### config.mk
export PLATFORM = sky130hd
export DESIGN_NAME = counter_seq_ctrl_flat
export DESIGN_NICKNAME = d
export VERILOG_FILES = /design/src/rtl/counter_seq_ctrl_pkg.sv /design/src/rtl/counter_seq_ctrl_if.sv /design/src/rtl/counter_seq_ctrl.sv /design/src/flat_wrapper.sv
export SDC_FILE = /design/constraint.sdc
export NUM_CORES = 1
export LEC_CHECK = 0
export ABC_AREA = 1
export BUFFER_PORTS_ARGS = -buffer_cell sky130_fd_sc_hd__clkbuf_2
export CORE_MARGIN = 5
export CORE_UTILIZATION = 46
export CTS_BUF_LIST = sky130_fd_sc_hd__clkbuf_8
export DETAILED_ROUTE_END_ITERATION = 8
export GPL_ROUTABILITY_DRIVEN = 0
export GPL_TIMING_DRIVEN = 0
export PLACE_DENSITY = 0.76
export SLEW_MARGIN = 15
export SYNTH_ARGS = -nofsm -noshare
export SYNTH_HDL_FRONTEND = slang
export SYNTH_SLANG_ARGS = --single-unit
### constraint.sdc
create_clock -name clk -period 1.4 [get_ports clk]
set_clock_uncertainty 0.05 [all_clocks]
set_input_delay 0.14 -clock clk [delete_from_list [all_inputs] [get_ports clk]]
set_output_delay 0.14 -clock clk [all_outputs]
set_load 0.02 [all_outputs]
### src/rtl/counter_seq_ctrl_pkg.sv
// Shared types for the counter sequencer: command opcodes and controller states.
// Imported by the controller, its command interface and the counter datapath.
package counter_seq_ctrl_pkg;

  typedef enum logic [1:0] {
    OP_START  = 2'b00,
    OP_PAUSE  = 2'b01,
    OP_RESUME = 2'b10,
    OP_ABORT  = 2'b11
  } cmd_op_e;

  typedef enum logic [1:0] {
    ST_IDLE = 2'b00,
    ST_LOAD = 2'b01,
    ST_RUN  = 2'b10,
    ST_HOLD = 2'b11
  } ctrl_state_e;

endpackage

### src/rtl/counter_seq_ctrl_if.sv
// Command port of the counter sequencer: valid/ready handshake plus START payload.
// master drives commands, slave (the controller) returns cmd_ready.
interface counter_seq_ctrl_if #(
  parameter int WIDTH = 4
);
  import counter_seq_ctrl_pkg::*;

  logic             cmd_valid;
  logic             cmd_ready;
  cmd_op_e          cmd_op;
  logic [WIDTH-1:0] cmd_start;
  logic [WIDTH-1:0] cmd_end;
  logic             cmd_up;

  modport master (
    output cmd_valid, cmd_op, cmd_start, cmd_end, cmd_up,
    input  cmd_ready
  );

  modport slave (
    input  cmd_valid, cmd_op, cmd_start, cmd_end, cmd_up,
    output cmd_ready
  );

endinterface

### src/rtl/counter_seq_ctrl.sv
// Command-driven sequencer that loads, steps and stops an external WIDTH-bit counter.
// Done one cycle after count==end is seen in RUN; cmd_ready drops only in the LOAD cycle.
module counter_seq_ctrl
  import counter_seq_ctrl_pkg::*;
#(
  parameter int WIDTH = 4
) (
  input  logic                 clk,
  input  logic                 rst,
  counter_seq_ctrl_if.slave    cmd,
  input  logic [WIDTH-1:0]     count,
  output logic                 cnt_load,
  output logic [WIDTH-1:0]     cnt_load_val,
  output logic                 cnt_en,
  output logic                 cnt_up,
  output logic                 busy,
  output logic                 done,
  output logic                 err
);

  ctrl_state_e      state_q, state_d;
  logic [WIDTH-1:0] start_q, start_d;
  logic [WIDTH-1:0] end_q, end_d;
  logic             up_q, up_d;
  logic             done_q, done_d;
  logic             err_q, err_d;
  logic             accept;
  logic             at_end;

  assign cmd.cmd_ready = (state_q != ST_LOAD);
  assign accept        = cmd.cmd_valid && cmd.cmd_ready;
  assign at_end        = (count == end_q);

  always_comb begin
    state_d = state_q;
    start_d = start_q;
    end_d   = end_q;
    up_d    = up_q;
    done_d  = 1'b0;
    err_d   = 1'b0;

    case (state_q)
      ST_IDLE: begin
        if (accept) begin
          case (cmd.cmd_op)
            OP_START: begin
              start_d = cmd.cmd_start;
              end_d   = cmd.cmd_end;
              up_d    = cmd.cmd_up;
              state_d = ST_LOAD;
            end
            OP_ABORT: state_d = ST_IDLE;
            default:  err_d   = 1'b1;
          endcase
        end
      end

      ST_LOAD: state_d = ST_RUN;

      ST_RUN: begin
        // ABORT beats reaching the terminal count; any other command there is dropped.
        if (accept && cmd.cmd_op == OP_ABORT) begin
          state_d = ST_IDLE;
        end else begin
          if (at_end) begin
            state_d = ST_IDLE;
            done_d  = 1'b1;
          end
          if (accept) begin
            if (cmd.cmd_op == OP_PAUSE && !at_end) begin
              state_d = ST_HOLD;
            end else begin
              err_d = 1'b1;
            end
          end
        end
      end

      ST_HOLD: begin
        if (accept) begin
          case (cmd.cmd_op)
            OP_RESUME: state_d = ST_RUN;
            OP_ABORT:  state_d = ST_IDLE;
            default:   err_d   = 1'b1;
          endcase
        end
      end

      default: state_d = ST_IDLE;
    endcase
  end

  always_ff @(posedge clk or posedge rst) begin
    if (rst) begin
      state_q <= ST_IDLE;
      start_q <= '0;
      end_q   <= '0;
      up_q    <= 1'b0;
      done_q  <= 1'b0;
      err_q   <= 1'b0;
    end else begin
      state_q <= state_d;
      start_q <= start_d;
      end_q   <= end_d;
      up_q    <= up_d;
      done_q  <= done_d;
      err_q   <= err_d;
    end
  end

  // Counter controls decode straight from the async-reset state so a reset cuts them at once.
  assign cnt_load     = (state_q == ST_LOAD);
  assign cnt_load_val = start_q;
  assign cnt_en       = (state_q == ST_RUN) && !at_end;
  assign cnt_up       = up_q;
  assign busy         = (state_q != ST_IDLE);
  assign done         = done_q;
  assign err          = err_q;

endmodule
### src/flat_wrapper.sv
// flat-port wrapper written by rule: the top's interface ports become plain ports
module counter_seq_ctrl_flat import counter_seq_ctrl_pkg::*;
#(
  parameter int WIDTH = 4
)
  (clk, rst, count, cnt_load, cnt_load_val, cnt_en, cnt_up, busy, done, err, cmd_cmd_valid, cmd_cmd_op, cmd_cmd_start, cmd_cmd_end, cmd_cmd_up, cmd_cmd_ready);
  counter_seq_ctrl_if #(.WIDTH(WIDTH)) cmd_i ();
  input  logic clk;
  input  logic rst;
  input  logic [WIDTH-1:0] count;
  output logic cnt_load;
  output logic [WIDTH-1:0] cnt_load_val;
  output logic cnt_en;
  output logic cnt_up;
  output logic busy;
  output logic done;
  output logic err;
  input wire logic [$bits(cmd_i.cmd_valid)-1:0] cmd_cmd_valid;
  input wire logic [$bits(cmd_i.cmd_op)-1:0] cmd_cmd_op;
  input wire logic [$bits(cmd_i.cmd_start)-1:0] cmd_cmd_start;
  input wire logic [$bits(cmd_i.cmd_end)-1:0] cmd_cmd_end;
  input wire logic [$bits(cmd_i.cmd_up)-1:0] cmd_cmd_up;
  output wire logic [$bits(cmd_i.cmd_ready)-1:0] cmd_cmd_ready;
  assign cmd_i.cmd_valid = cmd_cmd_valid;
  assign cmd_i.cmd_op = cmd_cmd_op;
  assign cmd_i.cmd_start = cmd_cmd_start;
  assign cmd_i.cmd_end = cmd_cmd_end;
  assign cmd_i.cmd_up = cmd_cmd_up;
  assign cmd_cmd_ready = cmd_i.cmd_ready;
  counter_seq_ctrl #(.WIDTH(WIDTH)) u_core (.clk(clk), .rst(rst), .cmd(cmd_i), .count(count), .cnt_load(cnt_load), .cnt_load_val(cnt_load_val), .cnt_en(cnt_en), .cnt_up(cnt_up), .busy(busy), .done(done), .err(err));
endmodule
==> impl_metrics.yaml, run 1 <==
detailed_routing:
  drc: 0
  ant_nets: 0
  first_pass_iters: 4
  drt_iter0_markers: 10
  wl_per_cell_um: 11.22
  drt-total-wl_um: 1986
  vias_per_cell: 4.678
  num_vias: 828
timing:
  period_needed_ns: 1.484
  setup_ws_ns: -0.08384
  rsz0062_at_grt: "true"
  fin_setup_tns_ns: -0.4845
  setup-violations-final: 11
  max_slew_margin_pct: 67.47
  post-route-period-util_pct: 106.0
  max_freq_mhz: 673.9
  finalHoldViolCount: 0
  worstMarginPinSlew_ns: 0.4875
  maxSlewViolCount: 0
clock_tree:
  cts_tree: "built"
  root_buffer: "clkbuf_8"
  clock_path_buffers: 2
  cts_sinks: 13
  cts_buffers: 3
  clk_pin_slew_ns: 0.05
  htreeDepth: 1
  clk_latency_ns: 0.23
setup_path:
  arrival_ns: 1.55
  crit_path_end_kind: "flip-flop"
  crit_type: "reg2reg"
  crit_path_start_kind: "flip-flop"
  worstPathRequired_ns: 1.47
  critPathMaxFanout: 4
logic_synthesis:
  ys_types: 20
  synth-edff-count: 0
  postSynthAreaPerCell_um2: 7.943
  synthCells: 109
  synth_top_flop_cell: "dfrtp_1"
  synthesis.area_um2: 865.8
  yosysWarnings: 0
  seq_area_frac_synth_pct: 37.57
  syn-num-nets: 136
  ys_seq_elements: 13
  async_flop_share_pct: 100.0
final_layout:
  diodes: 0
  multiInputGateArea_um2: 541.8
  area_delta_synth_final_pct: 51.16
  finalNonFillerCells: 177
  fill_cells: 147
  layout_common_cells: "nand2_1, clkbuf_2, inv_1"
  drive_above_1_share_pct: 44.74
  seq_area_um2: 326.6
  final_common_cell: "nand2_1"
  nNetsFinal: 180
placed_design:
  hpwl_um: 1460
  place_ws_ns: -0.1991
  port-buffer-count: 28
  placed_cells: 162
status:
  outcome: "finished with violations"
  violations: "setup timing"
global_route:
  grt_pass1_wl_um: 2994
  grt_max_degree: 14
  grt_usage_pct: 14.36
  first_global_vias: 786
  overflow: 0
  grt_antenna_before_repair: 0
min_path:
  min_path_type: "in2reg"
die:
  fp.dieW_um: 53.39
  die-area_um2: 2850
  start_util_pct: 49.08
  fp-row-count: 15
  die_h_um: 53.39
  core-area_um2: 1764
  pin_count: 29
pwr:
  peakVddDrop_v: 0.001318
  leakage_nw: 0.7381
  p_total_w: 0.002517
  p_per_area_nw_per_um2: 1923
run:
  cap_violations: 0
-- synthesized netlist by cell type, types with 2 or more instances --
master / instances / share of area [%]
o21ai_0: 2 / 1.2
mux2_4: 2 / 3.5
inv_1: 22 / 9.5
nor2_1: 9 / 3.9
mux2_2: 3 / 3.9
nand3_1: 3 / 1.7
nand2_1: 31 / 13
dfrtp_1: 13 / 38
a21oi_1: 4 / 2.3
ha_1: 9 / 13
a21boi_0: 2 / 1.7
-- flip-flops by register name, summed over array words and instances, names as in the netlist --
| name | cells |
|---|---|
| u_core.state_q | 2 |
| u_core.done | 1 |
| u_core.cnt_load_val | 4 |
| u_core.err | 1 |
| u_core.cnt_up | 1 |
| u_core.end_q | 4 |
-- worst max-delay path, cell delays in order, from the launching register on --
cell and delay (ns):
dfrtp_2 0.45, ha_4 0.19, clkinv_4 0.06, nand2_8 0.06, inv_8 0.06, nand3_4 0.07, buf_6 0.14, mux2_4 0.29
-- cells by family (layout without fill, tap and decap cells) --
logic type | count (synthesis) | after routing | share of synthesized area [%]
AO/OA/AOI/OAI | 9 | 9 | 6.069
adder cells (fa/ha/maj) | 9 | 9 | 13.01
buffers and inverters | 25 | 68 | 11.85
flip-flops | 13 | 13 | 37.57
multiplexers | 5 | 5 | 7.370
AND/OR/NAND/NOR | 48 | 48 | 24.13
-- layout make-up --
| cell class | instances | area share, % |
|---|---|---|
| plain buffers | 1 | 0.8604 |
| clock buffers | 3 | 3.155 |
| clock inverters | 1 | 0.2868 |
| inverters | 24 | 8.031 |
| multi-input cells | 71 | 41.40 |
| flip-flops and latches | 13 | 24.95 |
| well taps | 25 | 2.390 |
| repair buffers | 39 | 18.93 |
-- layer usage --
layer / wire, um / vias to the layer above / track usage, %
met5: 0 / - / 0
met4: 43 / 0 / 7.660
met3: 128 / 6 / 2.535
met2: 1060 / 28 / 26.12
met1: 753 / 379 / 15.41
li1: - / 415 / -
-- timing repair --
action                                 4_1_cts  5_1_grt
setup endpoints to repair                   14       15
resized for setup                           17       19
buffers inserted                             9        1
endpoints found under the hold margin       13        0
hold buffers                                 1        0
pin swaps                                    2        2
-- final timing paths --
check	start	to	slack, ns	cells past startpoint
min reg2reg	u_core.cnt_load_val[3]$_DFFE_PP0P_	u_core.cnt_load_val[3]$_DFFE_PP0P_	0.46	1
min in group asynchronous	rst	u_core.err$_DFF_PP0_	0.41	3
max in group asynchronous	rst	u_core.state_q[0]$_DFFE_PP0P_	0.53	3
max	u_core.state_q[0]$_DFFE_PP0P_	u_core.cnt_load_val[0]$_DFFE_PP0P_	-0.08	7
max reg2reg	u_core.state_q[0]$_DFFE_PP0P_	u_core.cnt_load_val[0]$_DFFE_PP0P_	-0.08	7
min	cmd_cmd_up	u_core.cnt_up$_DFFE_PP0P_	0.09	2
-- metrics by stage --
stage	instance area [um^2]	utilization, %	hold WS [ns]
finish	1309	74.18	0.08680
CTS	1244	70.50	0.08482
global route	1309	74.18	0.08756
floorplan	892.1	-	-0.03304
global placement	1064	60.28	0.1084
detailed placement	1064	60.28	0.1135
-- power by group --
part	switching, W	internal (W)	total, W
Clock	0.000121	0.000193	0.000314
Combinational	0.000836	0.000715	0.00155
Sequential	0.000108	0.000545	0.000652
Power figures use the tool's default switching activity.
==> run 2, diff against run 1 <==
- CELL_PAD_IN_SITES_DETAIL_PLACEMENT: unset -> 1
- CELL_PAD_IN_SITES_GLOBAL_PLACEMENT: unset -> 2
- CORE_UTILIZATION: 46 -> 25
- PLACE_DENSITY: 0.76 -> 0.74
==> impl_metrics.yaml, run 2 (synthesis results as in run 1) <==
status:
  outcome: "finished with violations"
  violations: "setup timing"
clock_tree:
  root_buffer: "clkbuf_8"
  cts_sinks: 13
  clk_latency_ns: 0.24
  cts_tree: "built"
  cts_buffers: 3
  htreeDepth: 1
  clock_path_buffers: 2
  clk_pin_slew_ns: 0.06
placed_design:
  hpwl_um: 1792
  port-buffer-count: 28
  place_ws_ns: -0.2358
die:
  die-area_um2: 4740
  fp.dieW_um: 68.85
  start_util_pct: 25.95
  pin_count: 29
  die_h_um: 68.85
  fp-row-count: 21
  core-area_um2: 3337
detailed_routing:
  wl_per_cell_um: 11.78
  drt_iter0_markers: 2
  first_pass_iters: 2
  num_vias: 813
  drc: 0
  ant_nets: 0
  vias_per_cell: 4.191
  drt-total-wl_um: 2285
setup_path:
  rrSetupSlack_ns: -0.14
  worstRegToRegCells: 8
  r2r-start: "u_core.state_q[1]$_DFFE_PP0P_"
  crit_path_start_kind: "flip-flop"
  slowest_stage: "dfrtp_1"
  rr_endpoint: "u_core.cnt_load_val[0]$_DFFE_PP0P_"
  crit_type: "reg2reg"
  critPathMaxFanout: 6
  worstPathCellList: "inv_2, ha_4, inv_6, nand2_4, clkinv_4, nand3_4, buf_8, mux2_4"
  arrival_ns: 1.61
  worstPathRequired_ns: 1.47
  crit_path_end_kind: "flip-flop"
  slowest_delay_ns: 0.42
global_route:
  first_global_vias: 899
  grt_max_degree: 14
  overflow: 0
  grt_usage_pct: 10.47
  grt_pass1_wl_um: 3739
  grt_antenna_before_repair: 0
final_layout:
  final_common_cell: "nand2_1"
  diodes: 0
  drive_above_1_share_pct: 41.22
  fill_cells: 424
  nNetsFinal: 176
  multiInputGateArea_um2: 475.5
  finish.utilization_pct: 36.86
  layout_common_cells: "nand2_1, clkbuf_2, inv_1"
  seq_area_um2: 326.6
  area_delta_synth_final_pct: 42.05
timing:
  finalHoldViolCount: 0
  setup_ws_ns: -0.1388
  max_slew_margin_pct: 64.33
  fin_setup_tns_ns: -1.029
  period_needed_ns: 1.539
  rsz0062_at_grt: "true"
  max_freq_mhz: 649.9
  setup-violations-final: 12
  worstMarginPinSlew_ns: 0.5345
  hold_slack_ns: 0.08219
  maxSlewViolCount: 0
  post-route-period-util_pct: 109.9
min_path:
  min_path_type: "in2reg"
  holdPathStages: 2
  worstHoldEndpoint: "u_core.cnt_load_val[3]$_DFFE_PP0P_"
  worstHoldStart: "cmd_cmd_start[3]"
pwr:
  p_per_area_nw_per_um2: 1881
  peakVddDrop_v: 0.0009225
  leakage_nw: 0.7081
run:
  cap_violations: 0
## run 2: timing repair
action	CTS	global route
gates resized for setup	13	6
endpoints found under the setup margin	14	16
endpoints found under the hold margin	13	0
hold buffers	1	0
pin swaps	0	1
setup buffers	5	1
## run 2: per-stage QoR
stage	power [W]	cells	cell area (um^2)
after floorplan	0.001501	109	892.1
after global placement	0.001801	183	1090
after detailed placement	0.001841	183	1090
after CTS	0.002308	193	1210
after global routing	0.002520	194	1230
final	0.002313	194	1230
## run 2: critical path, delay by kind of cell, from the launching register on
family / cells / cell delay [ns]
buffers and inverters: 4 / 0.34
AND/OR/NAND/NOR: 2 / 0.16
adder cells (fa/ha/maj): 1 / 0.16
multiplexers: 1 / 0.29
flip-flops: 1 / 0.42
## run 2: worst max path at each step
stage | start | to
after floorplan | u_core.state_q[1]$_DFFE_PP0P_ | u_core.cnt_load_val[0]$_DFFE_PP0P_
after global placement | u_core.state_q[0]$_DFFE_PP0P_ | u_core.cnt_load_val[0]$_DFFE_PP0P_
after detailed placement | u_core.state_q[0]$_DFFE_PP0P_ | u_core.cnt_load_val[0]$_DFFE_PP0P_
after CTS | u_core.state_q[0]$_DFFE_PP0P_ | cnt_en
after global routing | u_core.state_q[1]$_DFFE_PP0P_ | u_core.cnt_load_val[0]$_DFFE_PP0P_
final | u_core.state_q[1]$_DFFE_PP0P_ | u_core.cnt_load_val[0]$_DFFE_PP0P_
## run 2: layout make-up
cell class / count / share of cell area (%)
Buffer: 1 / 1.221
Clock buffer: 3 / 3.357
Inverter: 24 / 8.138
Clock inverter: 1 / 0.3052
Timing Repair Buffer: 35 / 17.09
Tap cell: 46 / 4.680
Sequential cell: 13 / 26.55
Multi-Input combinational cell: 71 / 38.66
## run 2: routing by layer
| metal | share of wire, % | vias to the layer above | global-route usage, % |
|---|---|---|---|
| met3 | 3.8 | 2 | 1.297 |
| met5 | 0 | - | 0 |
| met1 | 41 | 386 | 10.95 |
| met4 | 0.96 | 0 | 5.109 |
| li1 | - | 405 | - |
| met2 | 54 | 20 | 20.24 |
## run 2: report_power, final
group          leakage [nW]  switching (W)  internal [W]  total (W)
Combinational         0.527       0.000760      0.000569    0.00133
Clock                0.0269       0.000136      0.000193   0.000329
Sequential            0.155       0.000111      0.000544   0.000656
Total                 0.708        0.00101       0.00131    0.00231
==> run 3, diff against run 2 <==
- REMOVE_ABC_BUFFERS: unset -> 1
==> impl_metrics.yaml, run 3 (synthesis results as in run 1) <==
final_layout:
  seq_area_um2: 326.6
  multiInputGateArea_um2: 579.3
  final_common_cell: "clkbuf_2"
  diodes: 0
  nNetsFinal: 181
  fill_cells: 425
  finalNonFillerCells: 199
  area_delta_synth_final_pct: 60.84
  drive_above_1_share_pct: 48.37
  layout_common_cells: "clkbuf_2, nand2_1, inv_1"
timing:
  post-route-period-util_pct: 107.9
  fin_setup_tns_ns: -0.8813
  finalHoldViolCount: 0
  maxSlewViolCount: 0
  rsz0062_at_grt: "true"
  max_slew_margin_pct: 66.61
  setup_ws_ns: -0.1102
  setup-violations-final: 14
  max_freq_mhz: 662.1
  hold_slack_ns: 0.07813
  period_needed_ns: 1.510
  worstMarginPinSlew_ns: 0.5002
die:
  pin_count: 29
  start_util_pct: 25.95
  fp-row-count: 21
  die-area_um2: 4740
  fp.dieW_um: 68.85
  core-area_um2: 3337
  die_h_um: 68.85
setup_path:
  arrival_ns: 1.59
  crit_path_start_kind: "flip-flop"
  crit_path_end_kind: "flip-flop"
  worstPathRequired_ns: 1.48
  critPathMaxFanout: 5
  crit_type: "reg2reg"
global_route:
  grt_max_degree: 14
  grt_antenna_before_repair: 0
  first_global_vias: 861
  grt_pass1_wl_um: 3953
  overflow: 0
  grt_usage_pct: 11.34
detailed_routing:
  drt_iter0_markers: 11
  ant_nets: 0
  drc: 0
  wl_per_cell_um: 12.53
  num_vias: 847
  vias_per_cell: 4.256
  drt-total-wl_um: 2494
  first_pass_iters: 4
run:
  cap_violations: 0
clock_tree:
  clock_path_buffers: 2
  htreeDepth: 1
  clk_latency_ns: 0.24
  clk_pin_slew_ns: 0.06
  cts_buffers: 3
  root_buffer: "clkbuf_8"
  cts_tree: "built"
  cts_sinks: 13
placed_design:
  port-buffer-count: 28
  hpwl_um: 1759
  place_ws_ns: -0.2876
  placed_cells: 182
pwr:
  power_frac_clock_pct: 11.9
  power.switching_w: 0.001195
  p_int_w: 0.001548
  peakVddDrop_v: 0.0008169
  p_sw_share_pct: 43.57
  p_per_area_nw_per_um2: 1970
  leakage_nw: 0.7787
  combPwrFrac_pct: 63.9
  p_total_w: 0.002744
  seqPwrFrac_pct: 24.2
status:
  violations: "setup timing"
  outcome: "finished with violations"
min_path:
  min_path_type: "in2reg"
-- run 3: cell types whose count changed in the layout (fill, tap and decap cells not counted), moves of 2 or more --
cell | previous run | this run
ha_2 | 2 | 0
nand2_1 | 30 | 24
nand3_2 | 0 | 2
mux2_4 | 3 | 5
buf_6 | 1 | 8
nand2_4 | 1 | 5
mux2_2 | 2 | 0
ha_4 | 1 | 4
inv_4 | 0 | 2
-- run 3: final timing paths --
kind / start / end / slack (ns) / cells after the start
min in group asynchronous: rst / u_core.cnt_load_val[2]$_DFFE_PP0P_ / 0.42 / 3
setup / recovery: u_core.state_q[0]$_DFFE_PP0P_ / u_core.cnt_load_val[1]$_DFFE_PP0P_ / -0.11 / 6
setup reg to reg: u_core.state_q[0]$_DFFE_PP0P_ / u_core.cnt_load_val[1]$_DFFE_PP0P_ / -0.11 / 6
hold reg to reg: u_core.cnt_load_val[3]$_DFFE_PP0P_ / u_core.cnt_load_val[3]$_DFFE_PP0P_ / 0.47 / 1
hold / removal: cmd_cmd_start[0] / u_core.cnt_load_val[0]$_DFFE_PP0P_ / 0.08 / 2
max in group asynchronous: rst / u_core.state_q[0]$_DFFE_PP0P_ / 0.52 / 3
-- run 3: stage by stage --
step	instance area [um^2]	util [%]
final	1393	41.73
after global routing	1393	41.73
after CTS	1247	37.38
after detailed placement	1052	31.53
after global placement	1052	31.53
after floorplan	854.6	-
-- run 3: routing by layer --
layer	GRT usage, %	wire length, um	vias up
met5	0	0	-
met4	5.109	29	0
met3	1.783	130	2
met2	19.52	1341	19
met1	13.82	992	407
li1	-	-	419
-- run 3: what timing repair did --
action	CTS	global route
gates resized for setup	21	36
hold buffers	1	0
setup buffers	8	4
hold endpoints to repair	13	0
pin swaps	4	16
gates cloned	1	0
setup endpoints to repair	15	16
-- run 3: worst max-delay path, stage by stage (launching register included) --
cell      delay (ns)
dfrtp_2         0.47
ha_4            0.20
inv_4           0.07
nand2_8         0.07
clkinv_8        0.07
nand3_4         0.12
mux2_4          0.33
-- run 3: power groups by stage --
| stage | sequential, W | clock, W | combinational [W] |
|---|---|---|---|
| after floorplan | 0.000733 | 0 | 0.000693 |
| after global placement | 0.000637 | 0 | 0.00109 |
| after detailed placement | 0.000644 | 0 | 0.00112 |
| after CTS | 0.000640 | 0.000340 | 0.00142 |
| after global routing | 0.000692 | 0.000356 | 0.00194 |
| final | 0.000665 | 0.000325 | 0.00175 |
-- run 3: area by class of cell --
| cell class | instances | share of cell area [%] |
|---|---|---|
| flip-flops and latches | 13 | 23.45 |
| inverters | 24 | 7.727 |
| clock buffers | 3 | 2.965 |
| repair buffers | 40 | 19.86 |
| clock inverters | 1 | 0.2695 |
| well taps | 46 | 4.133 |
| multi-input cells | 72 | 41.60 |
